[src/rtl/fetch_controller_if.sv]
// Bundle of the program-memory, issue handshake and control signals around the fetch controller.
// master = the controller itself; slave = memory/downstream/environment side.
interface fetch_controller_if #(
    parameter int ADDR_W  = 8,
    parameter int INSTR_W = 17,
    parameter int CNT_W   = 16
);
    logic [ADDR_W-1:0]  prog_addr;
    logic [INSTR_W-1:0] prog_data;
    logic [INSTR_W-1:0] instr;
    logic [ADDR_W-1:0]  instr_pc;
    logic               instr_valid;
    logic               instr_ready;
    logic               redirect;
    logic [ADDR_W-1:0]  redirect_pc;
    logic               halt;
    logic               halted;
    logic [CNT_W-1:0]   fetch_cnt;

    modport master (
        output prog_addr, instr, instr_pc, instr_valid, halted, fetch_cnt,
        input  prog_data, instr_ready, redirect, redirect_pc, halt
    );

    modport slave (
        input  prog_addr, instr, instr_pc, instr_valid, halted, fetch_cnt,
        output prog_data, instr_ready, redirect, redirect_pc, halt
    );
endinterface

[src/rtl/fetch_controller.sv]
// Instruction-fetch sequencer: owns the PC, captures program memory output into an
// instruction register and issues it downstream with valid/ready, redirect and halt.
module fetch_controller #(
    parameter int              ADDR_W   = 8,
    parameter int              INSTR_W  = 17,
    parameter logic [ADDR_W-1:0] RESET_PC = 8'h00,
    parameter int              CNT_W    = 16
) (
    input logic                clk,
    input logic                reset,
    fetch_controller_if.master bus
);

    typedef enum logic [1:0] {
        ST_BOOT   = 2'd0,
        ST_RUN    = 2'd1,
        ST_HALTED = 2'd2
    } state_t;

    state_t             state_q, state_d;
    logic [ADDR_W-1:0]  pc_q, pc_d;
    logic [INSTR_W-1:0] instr_q, instr_d;
    logic [ADDR_W-1:0]  instr_pc_q, instr_pc_d;
    logic               valid_q, valid_d;
    logic               halted_q, halted_d;
    logic [CNT_W-1:0]   cnt_q, cnt_d;

    logic adv_s;
    logic accept_s;

    // Handshake qualifiers: IR may load when empty or being drained this cycle.
    always_comb begin
        adv_s    = !valid_q || bus.instr_ready;
        accept_s = valid_q && bus.instr_ready;
    end

    // Next-state and datapath: redirect beats halt beats normal fetch.
    always_comb begin
        state_d    = state_q;
        pc_d       = pc_q;
        instr_d    = instr_q;
        instr_pc_d = instr_pc_q;
        valid_d    = valid_q;
        case (state_q)
            ST_BOOT: begin
                state_d = ST_RUN;
            end
            ST_RUN: begin
                if (bus.redirect) begin
                    valid_d = 1'b0;
                    pc_d    = bus.redirect_pc;
                end else if (adv_s) begin
                    // A halt still takes the fetch at pc on this edge when the IR can accept it.
                    state_d    = bus.halt ? ST_HALTED : ST_RUN;
                    instr_d    = bus.prog_data;
                    instr_pc_d = pc_q;
                    valid_d    = 1'b1;
                    pc_d       = pc_q + {{(ADDR_W-1){1'b0}}, 1'b1};
                end else begin
                    state_d = bus.halt ? ST_HALTED : ST_RUN;
                end
            end
            ST_HALTED: begin
                if (bus.redirect) begin
                    state_d = ST_RUN;
                    valid_d = 1'b0;
                    pc_d    = bus.redirect_pc;
                end else if (bus.instr_ready) begin
                    valid_d = 1'b0;
                end else begin
                    valid_d = valid_q;
                end
            end
            default: begin
                state_d = ST_BOOT;
            end
        endcase
        halted_d = (state_d == ST_HALTED);
        cnt_d    = cnt_q + {{(CNT_W-1){1'b0}}, accept_s};
    end

    // State and datapath registers with synchronous reset.
    always_ff @(posedge clk) begin
        if (reset) begin
            state_q    <= ST_BOOT;
            pc_q       <= RESET_PC;
            instr_q    <= {INSTR_W{1'b0}};
            instr_pc_q <= {ADDR_W{1'b0}};
            valid_q    <= 1'b0;
            halted_q   <= 1'b0;
            cnt_q      <= {CNT_W{1'b0}};
        end else begin
            state_q    <= state_d;
            pc_q       <= pc_d;
            instr_q    <= instr_d;
            instr_pc_q <= instr_pc_d;
            valid_q    <= valid_d;
            halted_q   <= halted_d;
            cnt_q      <= cnt_d;
        end
    end

    assign bus.prog_addr   = pc_q;
    assign bus.instr       = instr_q;
    assign bus.instr_pc    = instr_pc_q;
    assign bus.instr_valid = valid_q;
    assign bus.halted      = halted_q;
    assign bus.fetch_cnt   = cnt_q;

endmodule

[src/flat_wrapper.sv]
// flat-port wrapper written by rule: the top's interface ports become plain ports
module fetch_controller_flat 
#(
    parameter int              ADDR_W   = 8,
    parameter int              INSTR_W  = 17,
    parameter logic [ADDR_W-1:0] RESET_PC = 8'h00,
    parameter int              CNT_W    = 16
)
  (clk, reset, bus_prog_addr, bus_instr, bus_instr_pc, bus_instr_valid, bus_halted, bus_fetch_cnt, bus_prog_data, bus_instr_ready, bus_redirect, bus_redirect_pc, bus_halt);
  fetch_controller_if #(.ADDR_W(ADDR_W), .INSTR_W(INSTR_W), .CNT_W(CNT_W)) bus_i ();
  input logic clk;
  input logic reset;
  output wire logic [$bits(bus_i.prog_addr)-1:0] bus_prog_addr;
  output wire logic [$bits(bus_i.instr)-1:0] bus_instr;
  output wire logic [$bits(bus_i.instr_pc)-1:0] bus_instr_pc;
  output wire logic [$bits(bus_i.instr_valid)-1:0] bus_instr_valid;
  output wire logic [$bits(bus_i.halted)-1:0] bus_halted;
  output wire logic [$bits(bus_i.fetch_cnt)-1:0] bus_fetch_cnt;
  input wire logic [$bits(bus_i.prog_data)-1:0] bus_prog_data;
  input wire logic [$bits(bus_i.instr_ready)-1:0] bus_instr_ready;
  input wire logic [$bits(bus_i.redirect)-1:0] bus_redirect;
  input wire logic [$bits(bus_i.redirect_pc)-1:0] bus_redirect_pc;
  input wire logic [$bits(bus_i.halt)-1:0] bus_halt;
  assign bus_prog_addr = bus_i.prog_addr;
  assign bus_instr = bus_i.instr;
  assign bus_instr_pc = bus_i.instr_pc;
  assign bus_instr_valid = bus_i.instr_valid;
  assign bus_halted = bus_i.halted;
  assign bus_fetch_cnt = bus_i.fetch_cnt;
  assign bus_i.prog_data = bus_prog_data;
  assign bus_i.instr_ready = bus_instr_ready;
  assign bus_i.redirect = bus_redirect;
  assign bus_i.redirect_pc = bus_redirect_pc;
  assign bus_i.halt = bus_halt;
  fetch_controller #(.ADDR_W(ADDR_W), .INSTR_W(INSTR_W), .RESET_PC(RESET_PC), .CNT_W(CNT_W)) u_core (.clk(clk), .reset(reset), .bus(bus_i));
endmodule
[config.mk]
export PLATFORM = sky130hd
export DESIGN_NAME = fetch_controller_flat
export DESIGN_NICKNAME = d
export VERILOG_FILES = /design/src/rtl/fetch_controller_if.sv /design/src/rtl/fetch_controller.sv /design/src/flat_wrapper.sv
export SDC_FILE = /design/constraint.sdc
export NUM_CORES = 1
export LEC_CHECK = 0
export CAP_MARGIN = 15
export CELL_PAD_IN_SITES_DETAIL_PLACEMENT = 0
export CELL_PAD_IN_SITES_GLOBAL_PLACEMENT = 1
export CORE_AREA = 2 2 86 88
export CTS_CLUSTER_DIAMETER = 150
export DETAILED_ROUTE_END_ITERATION = 10
export DIE_AREA = 0 0 88 90
export GPL_TIMING_DRIVEN = 0
export HOLD_SLACK_MARGIN = 0.1
export PLACE_DENSITY = 0.85
export SLEW_MARGIN = 20
export SYNTH_ARGS = -nofsm -noshare
export SYNTH_HDL_FRONTEND = slang
export SYNTH_SLANG_ARGS = --single-unit
[constraint.sdc]
create_clock -name clk -period 4.35 [get_ports clk]
set_input_delay 0.87 -clock clk [delete_from_list [all_inputs] [get_ports clk]]
set_output_delay 0.87 -clock clk [all_outputs]
set_load 0.02 [all_outputs]
==> results of run 1 <==
routing by layer:
layer / global-route usage / vias up / wire (µm)
met3: 0.0321 / 4 / 367
met2: 0.247 / 79 / 2840
met1: 0.213 / 1062 / 2830
met5: 0 / - / 0
li1: - / 1152 / -
met4: 0.0385 / 0 / 62
through the flow:
step                      std cells  setup slack, ns  hold WS [ns]  utilization  total power [mW]
final                           472             1.58         0.457        0.473             0.988
after global routing            472             1.40         0.473        0.473              1.04
after CTS                       472             1.57         0.461        0.473              1.00
after detailed placement        464             1.28         0.447        0.459             0.709
after global placement          464             1.31         0.441        0.459             0.708
after floorplan                 286             2.02         0.535            -             0.623
layout make-up:
| cell class | count | area, µm² | area share |
|---|---|---|---|
| Clock buffer | 6 | 82.6 | 0.0249 |
| Buffer | 15 | 66.3 | 0.0200 |
| Tap cell | 99 | 124 | 0.0373 |
| Timing Repair Buffer | 79 | 791 | 0.238 |
| Clock inverter | 2 | 13.8 | 0.00414 |
| Sequential cell | 53 | 1060 | 0.320 |
| Multi-Input combinational cell | 208 | 1140 | 0.345 |
| Inverter | 10 | 37.5 | 0.0113 |
worst max-delay path by stage:
stage	startpoint	end	slack, ns	depth (start not counted)
finish	bus_instr_ready	u_core.bus.fetch_cnt[14]	1.58	7
global route	bus_instr_ready	u_core.bus.fetch_cnt[14]	1.40	7
CTS	bus_instr_ready	u_core.bus.fetch_cnt[14]	1.57	7
detailed placement	bus_instr_ready	u_core.bus.fetch_cnt[14]	1.28	7
global placement	bus_instr_ready	u_core.bus.fetch_cnt[14]	1.31	7
floorplan	bus_instr_ready	u_core.bus.fetch_cnt[15]	2.02	6
cell families (layout without fill, tap and decap cells):
kind of cell,Yosys count,count (layout),share of synthesized area
simple gates,126,126,0.252
compound gates,65,65,0.167
flops,53,53,0.459
buf+inv,25,112,0.0450
xor+xnor,9,9,0.0341
fa+ha+maj,7,7,0.0379
mux,1,1,0.00488
power by group through the flow:
stage	Clock, mW	Combinational (mW)	Sequential [mW]
2_1_floorplan	0	0.0714	0.552
3_3_place_gp	0	0.174	0.534
3_5_place_dp	0	0.175	0.534
4_1_cts	0.302	0.176	0.523
5_1_grt	0.322	0.191	0.526
6_report	0.291	0.174	0.523
state kept, by name, indices dropped and copies added (netlist names):
signal	flops
u_core.bus.halted	1
u_core.state_q	2
u_core.bus.instr_valid	1
u_core.bus.instr_pc	8
u_core.bus.fetch_cnt	16
u_core.bus.instr	17
u_core.bus.prog_addr	8
layout by cell type, fill, tap and decap left out, types with 2 or more instances in the layout:
cell type / synthesis / layout
sky130_fd_sc_hd__clkbuf_8: 0 / 6
sky130_fd_sc_hd__nor4_1: 4 / 4
sky130_fd_sc_hd__ha_1: 7 / 7
sky130_fd_sc_hd__o21ai_0: 9 / 9
sky130_fd_sc_hd__o31ai_1: 5 / 5
sky130_fd_sc_hd__dfxtp_1: 53 / 53
sky130_fd_sc_hd__nor2_1: 18 / 18
sky130_fd_sc_hd__and3_1: 2 / 2
sky130_fd_sc_hd__and2_1: 4 / 4
sky130_fd_sc_hd__nand2_1: 61 / 61
sky130_fd_sc_hd__a21oi_1: 35 / 35
sky130_fd_sc_hd__or3_1: 6 / 6
sky130_fd_sc_hd__nor3_1: 6 / 6
sky130_fd_sc_hd__nand3_1: 9 / 9
sky130_fd_sc_hd__a31oi_1: 3 / 3
sky130_fd_sc_hd__buf_1: 3 / 3
sky130_fd_sc_hd__xnor2_1: 7 / 7
sky130_fd_sc_hd__nor2b_1: 4 / 4
sky130_fd_sc_hd__clkdlybuf4s50_1: 0 / 79
sky130_fd_sc_hd__nand4_1: 2 / 2
sky130_fd_sc_hd__nand2b_1: 3 / 3
sky130_fd_sc_hd__a21o_1: 2 / 2
sky130_fd_sc_hd__inv_1: 10 / 10
sky130_fd_sc_hd__o32ai_1: 2 / 2
sky130_fd_sc_hd__xor2_1: 2 / 2
sky130_fd_sc_hd__clkbuf_1: 9 / 9
sky130_fd_sc_hd__a22oi_1: 2 / 2
sky130_fd_sc_hd__or4_1: 2 / 2
tightest hold or removal path: stages, from the launching register on:
cell,delay [ns]
sky130_fd_sc_hd__dfxtp_1,0.32
sky130_fd_sc_hd__nand2_1,0.05
sky130_fd_sc_hd__a21oi_1,0.05
==> metrics list, run 1 <==
- Critical Path AT: 2.97 ns
* Slack of the worst reg-to-reg path: 2.18 ns
- Number of vias in the routed layout: 2297
- The final hold violation count is 0.
- At the later pin of the worst-skew pair, clock insertion delay measures 0.30 ns.
- After synthesis, the mean cell area works out to 8.08 µm².
- The number of buffers and inverters on the critical path is 1.
- Number of flip-flops and latches in the synthesized netlist: 53
- Of the total power, registers draw 0.530.
- Number of distinct library cell variants in the gate-level netlist after synthesis: 42
- Global-route usage over all layers: 0.155
- Start of the worst register-to-register path: u_core.state_q[0]
- Fill cell instance count of the final layout: ~700
- The clock net in this run drives a total of 53 sinks.
* Maximum achievable frequency: 0.362 GHz
* Quantity of I/O buffers inserted on ports: 79
- Library cell used as clock root buffer: sky130_fd_sc_hd__clkbuf_8
- Dominant delay contributor by cell family on the critical path: simple AND/OR/NAND/NOR gates
- Number of instances in the synthesized netlist: 286
- Most frequent cell after synthesis: sky130_fd_sc_hd__nand2_1
- Pin count of the biggest net entering global routing: 17
- Main area contributors after synthesis: sky130_fd_sc_hd__dfxtp_1 (46%), sky130_fd_sc_hd__nand2_1 (9.9%), sky130_fd_sc_hd__a21oi_1 (7.6%)
- The largest total area in the synthesized netlist belongs to sky130_fd_sc_hd__dfxtp_1.
- Share of post-route cells with drive strength above 1: 0.0375
- For this run, the register share of the synthesized area comes to 0.459.
- Of the post-synthesis cell area, the dominant cell type holds 0.459.
- Sum of negative setup slack: 0 ns
- After detailed routing, the total wire length is 6100 µm.
* P_sw: 0.272 mW
* I/O pins: between 80 and 90
- For this run, the number of Yosys warnings is 0.
- Nets: 409
* Chip height: 90 µm
- For the pin with the worst max-slew slack, the measured transition is 0.677 ns.
- The number of slew-limit violations in the final report came to 0.
* Classification of the worst-slack hold path: reg2reg
- Outcome: finished, final reports clean
* TritonCTS clock tree: built
* Logic depth of the worst register-to-register path: 7
* Clk pin slew, worst setup/hold paths: 0.09 ns
- Buffers added to address setup during post-CTS repair amount to 0.
- Top cell types by occurrence after synthesis: sky130_fd_sc_hd__nand2_1 (61), sky130_fd_sc_hd__dfxtp_1 (53), sky130_fd_sc_hd__a21oi_1 (35), sky130_fd_sc_hd__nor2_1 (18), sky130_fd_sc_hd__inv_1 (10)
- For the worst setup path, the data required time is 4.55 ns.
- Of the available clock period, the critical path in the final layout requires 0.636.
* Post-DP Area: ~3200 µm²
- Full die area: a little under 8000 µm²
* Global-route wire length before repair: 9940 µm
- For this run, design rule violations remaining after detail routing come to 0.
- Across the run, the number of max-cap violations was 0.
- The wire-length estimate of the detail-placed layout is 4490 µm.
* Number of cells upsized or downsized after cts: 0
- Setup CP Type: in2reg
* Cell depth of the worst hold path: 2
* DIE WIDTH: 88 µm
- Between clock sinks in the finished design, the worst skew comes to 0.00553 ns.
- Launching element type of the critical path: input pin
* Synth async-reset ratio: 0
- The number of global-route vias before repair was 2087.
- Worst-case headroom to the max-slew limit: 0.549
- Post-synthesis instance area: about 2300 µm²
- Max clock buf depth: 2
- The pre-antenna-repair detailed-routing pass consisted of 4 iterations.
* Sw Share: 0.275
* RSZ-0062 raised after global routing: false
* ANT nets after route: 0
* Cell-internal power: 0.716 mW
- Setup violations remaining at the end of the flow were counted as 0.
- Critical path endpoint category: register
- In this run, synthesis inferred 0 flip-flops with an integrated enable.
- Maximum net fanout on the critical path: 6
* Number of buffers added to fix hold violations after cts: 0
- The endpoint identified for the worst register-to-register timing path is u_core.bus.prog_addr[6].
- Longest individual stage delay on the worst path: about 0.5 ns
- Vias per std cell: between 4 and 5
* Maximum ir drop on the vdd rail: 0.116 mV
- Comb power frac: 0.176
* Cell repeated most along the worst path: sky130_fd_sc_hd__ha_1
* Ratio of total power to cell area: 298 nW/µm²
* List of cells traversed by the critical path: clkdlybuf4s50_1, and2_1, ha_1, ha_1, nand4_1, nor4_1, mux2_2
* P&R area growth vs syn: 43.8%
- Leak pwr: 1.12 nW
- The first routing iteration left 69 violations.
- Std-Cell Core Area: 7020 µm²
- Synthesized netlist net count: 323
- Average wire per cell in the routed design: 12.9 µm
- Routability-driven placement finished with a final weighted congestion of 0.866.
* Post-route cell area: roughly 3300 µm²
* Number of antenna violations at the first check in global routing: 0
- Subtracting the final worst setup slack from the clock period gives 2.77 ns.
- On the critical path, the stage with the largest delay is an instance of sky130_fd_sc_hd__clkdlybuf4s50_1.
- Depth of the CTS H-tree: 2
- The number of antenna diodes in the final layout is 0.
- Row generation in the floorplan step produced 31 rows.
- For hold timing, the worst endpoint is u_core.bus.instr_pc[4].
* Remaining global-route overflow: 0
* Post-synth top flop: sky130_fd_sc_hd__dfxtp_1
- Relative contribution of the clock network to total power: 0.294
- Initial core utilization: 0.329
- Worst hold path startpoint: u_core.bus.instr_pc[4]
- Clock buffer count from CTS: 5
No activity file was read; power rests on OpenSTA's default activity.
==> inputs of run 2 (changes only) <==
--- a/config.mk
+++ b/config.mk
@@ -8,13 +8,13 @@
 export CAP_MARGIN = 15
 export CELL_PAD_IN_SITES_DETAIL_PLACEMENT = 0
 export CELL_PAD_IN_SITES_GLOBAL_PLACEMENT = 1
-export CORE_AREA = 2 2 86 88
+export CORE_AREA = 2 2 88 90
 export CTS_CLUSTER_DIAMETER = 150
 export DETAILED_ROUTE_END_ITERATION = 10
-export DIE_AREA = 0 0 88 90
+export DIE_AREA = 0 0 90 92
 export GPL_TIMING_DRIVEN = 0
 export HOLD_SLACK_MARGIN = 0.1
-export PLACE_DENSITY = 0.85
+export PLACE_DENSITY = 0.82
 export SLEW_MARGIN = 20
 export SYNTH_ARGS = -nofsm -noshare
 export SYNTH_HDL_FRONTEND = slang
==> constraint.sdc (replaced) <==
create_clock -name clk -period 2.8 [get_ports clk]
set_input_delay 0.56 -clock clk [delete_from_list [all_inputs] [get_ports clk]]
set_output_delay 0.56 -clock clk [all_outputs]
set_load 0.02 [all_outputs]
==> run 2 against run 1 <==
Highest routed layer unchanged; via count decreased by 2.6%; cell count increased by 0.64%; count of clock-buffer cells in the layout unchanged.
==> metrics list, run 2 (same netlist as run 1, synthesis figures left out) <==
* Remaining global-route overflow: 0 (unchanged)
- The worst-margin pin slew was 0.759 ns (+0.0826 ns).
- The effective utilization at floorplan was 0.310 (-0.0188).
- For this run, the top clock speed supported by timing is 0.409 GHz.
* Vias per std cell: 4.71 (-3.2%)
- The final hold violation count was 0 (unchanged).
* Maximum net fanout on the critical path: 6 (unchanged)
- Final Critical Period: 2.45 ns
- Setup WS pre-CTS: 0.0264 ns (-1.25 ns)
- The number of gates resized after cts was 0 (unchanged).
- Via count of the first global-routing pass: 2102 (+0.72%)
- The number of nets in the final layout came to 409 (unchanged).
- Leak pwr: 1.12 nW (-0.55%)
* Clk pin slew, worst setup/hold paths: 0.09 ns (about the same)
- Commonest cells after routing, fill and taps aside: sky130_fd_sc_hd__clkdlybuf4s50_1 (79), sky130_fd_sc_hd__nand2_1 (61), sky130_fd_sc_hd__dfxtp_1 (53), sky130_fd_sc_hd__a21oi_1 (35), sky130_fd_sc_hd__nor2_1 (18)
- The total of buffers placed on input and output ports came to 79 (unchanged).
* Max clock buf depth: 2 (unchanged)
- The post-route worst setup slack came to 0.354 ns (-1.23 ns).
- Share of post-route cells with drive strength above 1: 0.0349 (-0.00268)
- DIE WIDTH: 90 µm (+2.3%)
- The flip-flop count of the largest register after layout is 17 (unchanged).
- The max-slew headroom at the worst pin is 0.494 (-0.0550).
- Start point of the critical path: bus_instr_ready
* Slack of the worst reg-to-reg path: 0.62 ns (-1.56 ns)
* Global-route usage over all layers: 0.147 (-0.00872)
* Fill cell instance count of the final layout: 784 (+13%)
- The total die area is 8280 µm² (+4.5%).
- Last weighted congestion value of the routability-driven placer: 0.813 (-6.2%)
* Clock net sink count: 53 (unchanged)
- Wire length after detailed routing: 6090 µm (-0.21%)
- Detailed-placement wirelength estimate: 4560 µm (+1.6%)
- The required arrival time at the worst endpoint came to 3.03 ns (-1.52 ns).
- I/O pins: 81 (unchanged)
- The summed negative setup slack over all endpoints came to 0 ns (unchanged).
- DRC violations left: 0 (unchanged)
- Outcome: finished, final reports clean
- The arrival time at the worst endpoint is 2.68 ns (-0.29 ns).
- Start of the worst register-to-register path: u_core.state_q[0]
- The worst setup path is of the in2reg kind.
- The number of detailed-routing iterations run before antenna repair was 4 (unchanged).
- Setup-violating endpoint count in the final report: 0 (unchanged)
- Area used by multi-input combinational logic: 1140 µm² (unchanged)
- RSZ-0062 raised after global routing: false
* P&R area growth vs syn: 43.3%
* Commonest non-fill, non-tap cell in the layout: sky130_fd_sc_hd__clkdlybuf4s50_1
- The worst setup path is launched from an input pin.
* Chip height: 92 µm (+2.2%)
- The worst-case reg-to-reg path depth was 7 (unchanged).
- Number of antenna violations at the first check in global routing: 0 (unchanged)
- The final instance area was 3310 µm² (-0.30%).
- STA classifies the critical path endpoint as a register.
- The final clock skew is 0.00853 ns (+0.00300 ns).
* TritonCTS clock tree: built
* End of the critical path: u_core.bus.fetch_cnt[15]
- The worst-skew pair later-pin latency is 0.30 ns (about the same).
- Clock buffer count from CTS: 5 (unchanged)
* Depth of the CTS H-tree: 2 (unchanged)
* Number of max-cap violations: 0 (unchanged)
- Clock tree synthesis selected as its root buffer the cell sky130_fd_sc_hd__clkbuf_8.
- Antenna cells: 0 (unchanged)
- The number of routed nets with antenna violations was 0 (unchanged).
- Number of buffers added to fix hold violations after cts: 0 (unchanged)
* Number of vias in the routed layout: 2238 (-2.6%)
* Pin count of the biggest net entering global routing: 16 (-1)
- The mean routed wirelength per cell came to 12.8 µm (-0.84%).
* Post-DP Area: 3230 µm² (+0.12%)
- Max-slew violation total from the final report: 0 (unchanged)
* Drt initial violations: 70 (+1.4%)
* Total area of sequential cells: 1060 µm² (unchanged)
- Worst reg2reg endpoint: u_core.bus.prog_addr[6]
* Final cycle utilization of the critical path: 0.874
- The floorplan core area came to 7450 µm² (+6.1%).
- Maximum ir drop on the vdd rail: 0.197 mV (+70%)
- The power density over cell area is 452 nW/µm² (+52%).
- Global-route wire length before repair: 9960 µm (+0.14%)
- The tightest min-delay check is of the reg2reg type.
* Buffers inserted during post-CTS setup optimization: 0 (unchanged)
* Rows: 32 (+3.2%)
==> run 2: stage by stage <==
stage / utilization / total power, mW / std cells / hold slack [ns]
detailed placement: 0.433 / 1.10 / 467 / 0.448
global placement: 0.433 / 1.10 / 467 / 0.443
finish: 0.445 / 1.50 / 475 / 0.457
floorplan: - / 0.969 / 286 / 0.535
CTS: 0.445 / 1.52 / 475 / 0.461
global route: 0.445 / 1.58 / 475 / 0.481
==> run 2: worst min path at each step <==
| stage | from | to | cells after the start |
|---|---|---|---|
| finish | u_core.bus.instr[0] | u_core.bus.instr[0] | 2 |
| global placement | u_core.bus.instr[9] | u_core.bus.instr[9] | 2 |
| CTS | u_core.bus.instr[0] | u_core.bus.instr[0] | 2 |
| global route | u_core.bus.instr[7] | u_core.bus.instr[7] | 2 |
| floorplan | u_core.bus.instr[0] | u_core.bus.instr[0] | 2 |
| detailed placement | u_core.bus.instr[0] | u_core.bus.instr[0] | 2 |
==> run 2: layout make-up <==
cell class	count	share of cell area
timing repair buffer	79	0.239
buffer	15	0.0200
clock inverter	2	0.00302
multi-input combinational	208	0.346
inverter	10	0.0113
clock buffer	6	0.0219
tap	102	0.0385
sequential	53	0.320
==> run 2: report_power, final <==
part / switching (mW) / leakage (nW) / internal [mW]
clock: 0.240 / 0.0450 / 0.174
combinational: 0.142 / 0.641 / 0.129
sequential: 0.0293 / 0.430 / 0.783
total: 0.412 / 1.12 / 1.09
==> run 2: metal layers <==
layer | global-route usage | vias up | wire [µm]
met4 | 0.0487 | 0 | 63
met5 | 0 | - | 0
li1 | - | 1150 | -
met3 | 0.0378 | 5 | 333
met2 | 0.245 | 61 | 2950
met1 | 0.184 | 1022 | 2740
==> run 2: worst max-delay path: stages <==
cell and delay, ns:
sky130_fd_sc_hd__clkdlybuf4s50_1 0.51, sky130_fd_sc_hd__and2_1 0.16, sky130_fd_sc_hd__ha_1 0.19, sky130_fd_sc_hd__nand2_1 0.16, sky130_fd_sc_hd__or3_1 0.45, sky130_fd_sc_hd__or4_1 0.49, sky130_fd_sc_hd__a21oi_1 0.15
==> inputs of run 3 (changes only) <==
==> constraint.sdc (replaced) <==
create_clock -name clk -period 2.6 [get_ports clk]
set_input_delay 0.52 -clock clk [delete_from_list [all_inputs] [get_ports clk]]
set_output_delay 0.52 -clock clk [all_outputs]
set_load 0.02 [all_outputs]
==> results of run 3 <==
The final DEF is identical to that of run 2. Status: finished, final reports clean.
Among the figures that moved: setup slack after placement 0.0264 ns -> -0.134 ns; setup slack after layout 0.354 ns -> 0.194 ns; register-to-register setup slack 0.62 ns -> 0.42 ns; total power 1.50 mW -> 1.61 mW; worst IR drop on VDD 0.197 mV -> 0.212 mV
